## config.mk

```make
export PLATFORM = sky130hd
export DESIGN_NAME = audio_sample_scheduler
export DESIGN_NICKNAME = d
export VERILOG_FILES = /design/src/rtl/audio_sample_scheduler.sv
export SDC_FILE = /design/constraint.sdc
export NUM_CORES = 1
export LEC_CHECK = 0
export CAP_MARGIN = 25
export CORE_MARGIN = 8
export CORE_UTILIZATION = 57
export CTS_CLUSTER_DIAMETER = 120
export DETAILED_ROUTE_END_ITERATION = 10
export GPL_TIMING_DRIVEN = 0
export PLACE_DENSITY = 0.81
export SLEW_MARGIN = 0
export SYNTH_ARGS = -nofsm -noshare
export SYNTH_HDL_FRONTEND = slang
export SYNTH_SLANG_ARGS = --single-unit
```

## constraint.sdc

```tcl
create_clock -name clk_pixel -period 5.1 [get_ports clk_pixel]
set_input_delay 0.765 -clock clk_pixel [delete_from_list [all_inputs] [get_ports clk_pixel]]
set_output_delay 0.765 -clock clk_pixel [all_outputs]
set_load 0.005 [all_outputs]
```

## src/rtl/audio_sample_scheduler.sv

```systemverilog
// Fractional-accumulator audio sample strobe with one-deep source buffer, attenuation and underrun counting.
// Optional MUTE_ON_UNDERRUN_EN: an underrun outputs zero instead of repeating the previous sample.
module audio_sample_scheduler #(
  parameter int PIXEL_CLK_HZ = 74250000,
  parameter int AUDIO_RATE   = 48000,
  parameter int BIT_WIDTH    = 16
) (
  input  logic                 clk_pixel,
  input  logic                 reset,
  input  logic                 enable,
  input  logic [3:0]           atten,
  input  logic                 clear_underrun,
  input  logic                 src_valid,
  output logic                 src_ready,
  input  logic [BIT_WIDTH-1:0] src_left,
  input  logic [BIT_WIDTH-1:0] src_right,
  output logic [BIT_WIDTH-1:0] audio_left,
  output logic [BIT_WIDTH-1:0] audio_right,
  output logic                 sample_strobe,
  output logic [7:0]           underrun_count
);

  localparam int ACC_W = $clog2(PIXEL_CLK_HZ) + 1;
  localparam logic [ACC_W-1:0] MOD  = ACC_W'(PIXEL_CLK_HZ);
  localparam logic [ACC_W-1:0] STEP = ACC_W'(AUDIO_RATE);

  generate
    if (AUDIO_RATE <= 0 || AUDIO_RATE >= PIXEL_CLK_HZ) begin : g_bad_rate
      $error("audio_sample_scheduler: AUDIO_RATE must be in (0, PIXEL_CLK_HZ)");
    end
  endgenerate

  typedef enum logic {FETCH, FULL} state_t;

  state_t               state_q, state_d;
  logic [ACC_W-1:0]     acc_q, acc_d, sum;
  logic                 primed_q, primed_d;
  logic [BIT_WIDTH-1:0] buf_l_q, buf_l_d, buf_r_q, buf_r_d;
  logic [BIT_WIDTH-1:0] out_l_q, out_l_d, out_r_q, out_r_d;
  logic                 strobe_q;
  logic [7:0]           urun_q, urun_d;
  logic                 tick, hs;

  function automatic logic [BIT_WIDTH-1:0] att(input logic [BIT_WIDTH-1:0] x, input logic [3:0] sh);
    return BIT_WIDTH'($signed(x) >>> sh);
  endfunction

  // sum never overflows: acc < MOD and STEP < MOD, so sum < 2*MOD fits ACC_W bits
  always_comb begin
    sum   = acc_q + STEP;
    tick  = 1'b0;
    acc_d = acc_q;
    if (enable) begin
      if (sum >= MOD) begin
        acc_d = sum - MOD;
        tick  = 1'b1;
      end else begin
        acc_d = sum;
      end
    end
  end

  assign src_ready = enable && (state_q == FETCH);
  assign hs        = src_valid && src_ready;

  always_comb begin
    state_d  = state_q;
    buf_l_d  = buf_l_q;
    buf_r_d  = buf_r_q;
    out_l_d  = out_l_q;
    out_r_d  = out_r_q;
    urun_d   = urun_q;
    // dropping enable un-primes so the first tick after re-enable is never an underrun
    primed_d = enable ? (primed_q | tick) : 1'b0;
    case (state_q)
      FETCH: begin
        if (hs && tick) begin
          out_l_d = att(src_left, atten);
          out_r_d = att(src_right, atten);
        end else if (hs) begin
          buf_l_d = src_left;
          buf_r_d = src_right;
          state_d = FULL;
        end else if (tick) begin
`ifdef MUTE_ON_UNDERRUN_EN
          out_l_d = '0;
          out_r_d = '0;
`endif
          if (primed_q && urun_q != 8'hFF) urun_d = urun_q + 8'd1;
        end
      end
      FULL: begin
        if (tick) begin
          out_l_d = att(buf_l_q, atten);
          out_r_d = att(buf_r_q, atten);
          state_d = FETCH;
        end
      end
      default: state_d = FETCH;
    endcase
    if (clear_underrun) urun_d = 8'd0;
  end

  always_ff @(posedge clk_pixel or posedge reset) begin
    if (reset) begin
      acc_q    <= '0;
      state_q  <= FETCH;
      primed_q <= 1'b0;
      buf_l_q  <= '0;
      buf_r_q  <= '0;
      out_l_q  <= '0;
      out_r_q  <= '0;
      strobe_q <= 1'b0;
      urun_q   <= 8'd0;
    end else begin
      acc_q    <= acc_d;
      state_q  <= state_d;
      primed_q <= primed_d;
      buf_l_q  <= buf_l_d;
      buf_r_q  <= buf_r_d;
      out_l_q  <= out_l_d;
      out_r_q  <= out_r_d;
      strobe_q <= tick;
      urun_q   <= urun_d;
    end
  end

  assign audio_left     = out_l_q;
  assign audio_right    = out_r_q;
  assign sample_strobe  = strobe_q;
  assign underrun_count = urun_q;

endmodule

```

==> results.txt <==
largest net degree at the start of global routing: 51
Port Buffers: 77
syn_nets: 800
CP max stage delay: 0.65 ns
total die area: 16,100 µm²
vias in the first global route: 6,472
Synth Warn #: 0
fraction of registers with async set or reset after synthesis: 1.00
LEAKAGE: 3.39 nW
HP Class: flip-flop to flip-flop
startpoint class of the critical path: flip-flop
final setup TNS: 0 ns
Hold Vio Cnt, Final: 0
max-cap viol count: 0
DIE HEIGHT: 127 µm
Mean Syn Cell Area: 9.29 µm²
Hold Crit Start: audio_left[6]$_DFFE_PP0P_
CP delay by family, top: compound AO/OA/AOI/OAI gates
# rows: 40
PD cells: 563 nW/µm²
via density per instance: 6.36
post-cts sizing count: 0
detailed-placement wirelength estimate: 14,700 µm
R2R Path End: audio_right[7]$_DFFE_PP0P_
synthesis-to-finish area growth: 19.1%
antenna violations before repair: 0
CTS Hold Bufs: 0
number of diodes: 0
required time of the critical path: 5.34 ns
Tcrit/Tclk final: 0.841
# IOs: 83
most frequent cells in the layout: nand2_1, dfrtp_1, clkdlybuf4s50_1, o21ai_0, nor2_1
most common cell after layout, fill and taps aside: nand2_1
Util after Layout: 0.693
ys flop type: dfrtp_1
Critical Path AT: 4.52 ns
CORE AREA: 12,000 µm²
DRT iter0 DRCs: 547
mapped cell area: 6990 µm²
final setup fails: 0
CP Cell Sequence: inv_1 > ha_1 > buf_2 > nand2b_1 > clkbuf_1 > a311oi_2 > nor4_1 > o41a_1 > o31ai_1 > o211ai_2 > o211ai_4 > buf_2 > mux2_2
Die Span X: 127 µm
gpl congestion: 0.927
post-route insts no fill: 994
nets: 889
Final Critical Period: 4.29 ns
worst hold margin: 0.482 ns
first-pass iteration count of the detailed router: 5
DR WL/cell: 20.0 µm
DP Area: 7980 µm²
global-route wire length before repair: 32,500 µm
post-route ant nets: 0
fin area: 8330 µm²
r2r setup slk: 0.81 ns
RSZ-0062 raised after global routing: no
DRC viols: 0
Critical Path End Type: flip-flop
Num CTS Buffers: 9
WS Path Type: flip-flop to flip-flop
flops & latches, synth: 99
synthesized instance count: 753
Max Clk Rate: 0.233 GHz
Initial Utilization: 0.582
CTS Sinks: 99
Worst VDD drop: 295 µV
EDFF count, synth: 0
H-tree depth: 3
Clock Skew: 0.00973 ns
clk buf depth: 2
status: finished clean
worst r2r path cells: 13
number of max-slew violations in the final report: 0
sequential fraction of the synthesis area: 0.354
critical path's most frequent cell: buf_2
routed via count: 6,317
CP Buf/Inv Count: 4
hold-critical path depth: 2
CTS Root Cell: clkbuf_16
WHS Endpoint: audio_left[6]$_DFFE_PP0P_
clock-pin slew on the worst setup and hold paths: 0.07 ns
number of setup buffers added after CTS: 0
slew at the pin closest to its max-slew limit: 0.874 ns
FF-to-FF Start: acc_q[7]$_DFFE_PP0P_
Overall Global Routing Usage: 0.251
layout cells sized above 1: 0.144
slowest stage cell, crit path: a311oi_2
total congestion overflow: 0
worst-path fanout max: 10
CTS tree: built
WL final: 19,900 µm
Placed Cells: 978
distinct cell type count after synthesis: 70
clk_lat worst skew: 0.36 ns
relative slew slack: 0.417
-- registers in the layout, summed over array words and instances (netlist names) --
signal / count
audio_right: 16
state_q: 1
acc_q: 24
buf_l_q: 16
primed_q: 1
sample_strobe: 1
audio_left: 16
underrun_count: 8
buf_r_q: 16
-- synth_stat cells (3+ instances only) --
master     count  area, µm²
nand2_1      122        458
dfrtp_1       99       2480
o21ai_0       70        350
nor2_1        63        236
clkbuf_1      40        150
a21oi_1       35        175
mux2_4        29        435
mux4_2        26        586
xnor2_1       26        228
mux2_2        19        214
inv_1         16       60.1
nor3_1        16       80.1
mux2i_1       14        140
nand3_1       12       60.1
a31oi_1       10       62.6
o211ai_1       9       67.6
a211oi_1       7       52.6
a21o_1         7       52.6
buf_2          7       35.0
buf_6          7       78.8
nand4_1        7       43.8
or3_1          7       43.8
and3_1         6       37.5
ha_1           6       75.1
nand2b_1       6       37.5
a311oi_1       5       43.8
nor4_1         5       31.3
xor2_1         5       43.8
buf_1          4       15.0
o2111ai_1      4       35.0
o31ai_1        4       30.0
a21boi_0       3       22.5
nor2b_1        3       18.8
nor4_2         3       37.5
o31a_1         3       26.3
-- final cells by class --
| cell class | instances | area [µm²] |
|---|---|---|
| clock inverter | 3 | 67.6 |
| multi-input combinational | 576 | 4160 |
| buffer | 60 | 292 |
| clock buffer | 13 | 280 |
| tap | 147 | 184 |
| inverter | 18 | 70.1 |
| timing repair buffer | 78 | 798 |
| sequential | 99 | 2480 |
| fill | 962 | 3680 |
-- metal layers --
metal | vias to the layer above | global-route usage | part of all wire
met5 | - | 0 | 0
met4 | 0 | 0.0868 | 0.025
met3 | 50 | 0.0591 | 0.068
met2 | 293 | 0.458 | 0.52
met1 | 3077 | 0.281 | 0.38
li1 | 2897 | - | -
-- report_power, final --
group          internal (mW)  leakage [nW]  switching [mW]  total [mW]
Clock                  0.484         0.168           0.307       0.791
Sequential              1.15          1.21           0.256        1.40
Combinational           1.19          2.02            1.31        2.50
-- worst max path at each step --
stage                                    start                     endpoint  depth (start not counted)
after floorplan           acc_q[7]$_DFFE_PP0P_      buf_l_q[10]$_DFFE_PP0P_                         15
after global placement                   reset       buf_r_q[8]$_DFFE_PP0P_                          2
after detailed placement  acc_q[7]$_DFFE_PP0P_   audio_right[8]$_DFFE_PP0P_                         13
after CTS                 acc_q[7]$_DFFE_PP0P_   audio_right[8]$_DFFE_PP0P_                         13
after global routing      acc_q[7]$_DFFE_PP0P_  audio_right[10]$_DFFE_PP0P_                         14
final                     acc_q[7]$_DFFE_PP0P_   audio_right[7]$_DFFE_PP0P_                         13
-- metrics by stage --
stage,power [mW],setup slack (ns)
after floorplan,3.08,1.58
after global placement,3.77,0.283
after detailed placement,3.86,0.896
after CTS,4.68,0.849
after global routing,5.00,0.588
final,4.69,0.813
-- worst min-delay path: stages (launching register included) --
cell and delay [ns]:
dfrtp_1 0.34, nand2_1 0.04, o21ai_0 0.06
-- cell families (layout without fill, tap and decap cells) --
kind of cell / count (synthesis) / after routing / synth area share
compound gates: 185 / 185 / 0.175
xor+xnor: 31 / 31 / 0.0388
fa+ha+maj: 6 / 6 / 0.0107
buf+inv: 78 / 172 / 0.0513
flops: 99 / 99 / 0.354
mux: 88 / 88 / 0.197
simple gates: 266 / 266 / 0.173
Note: power is estimated with default switching activity, not from simulation.
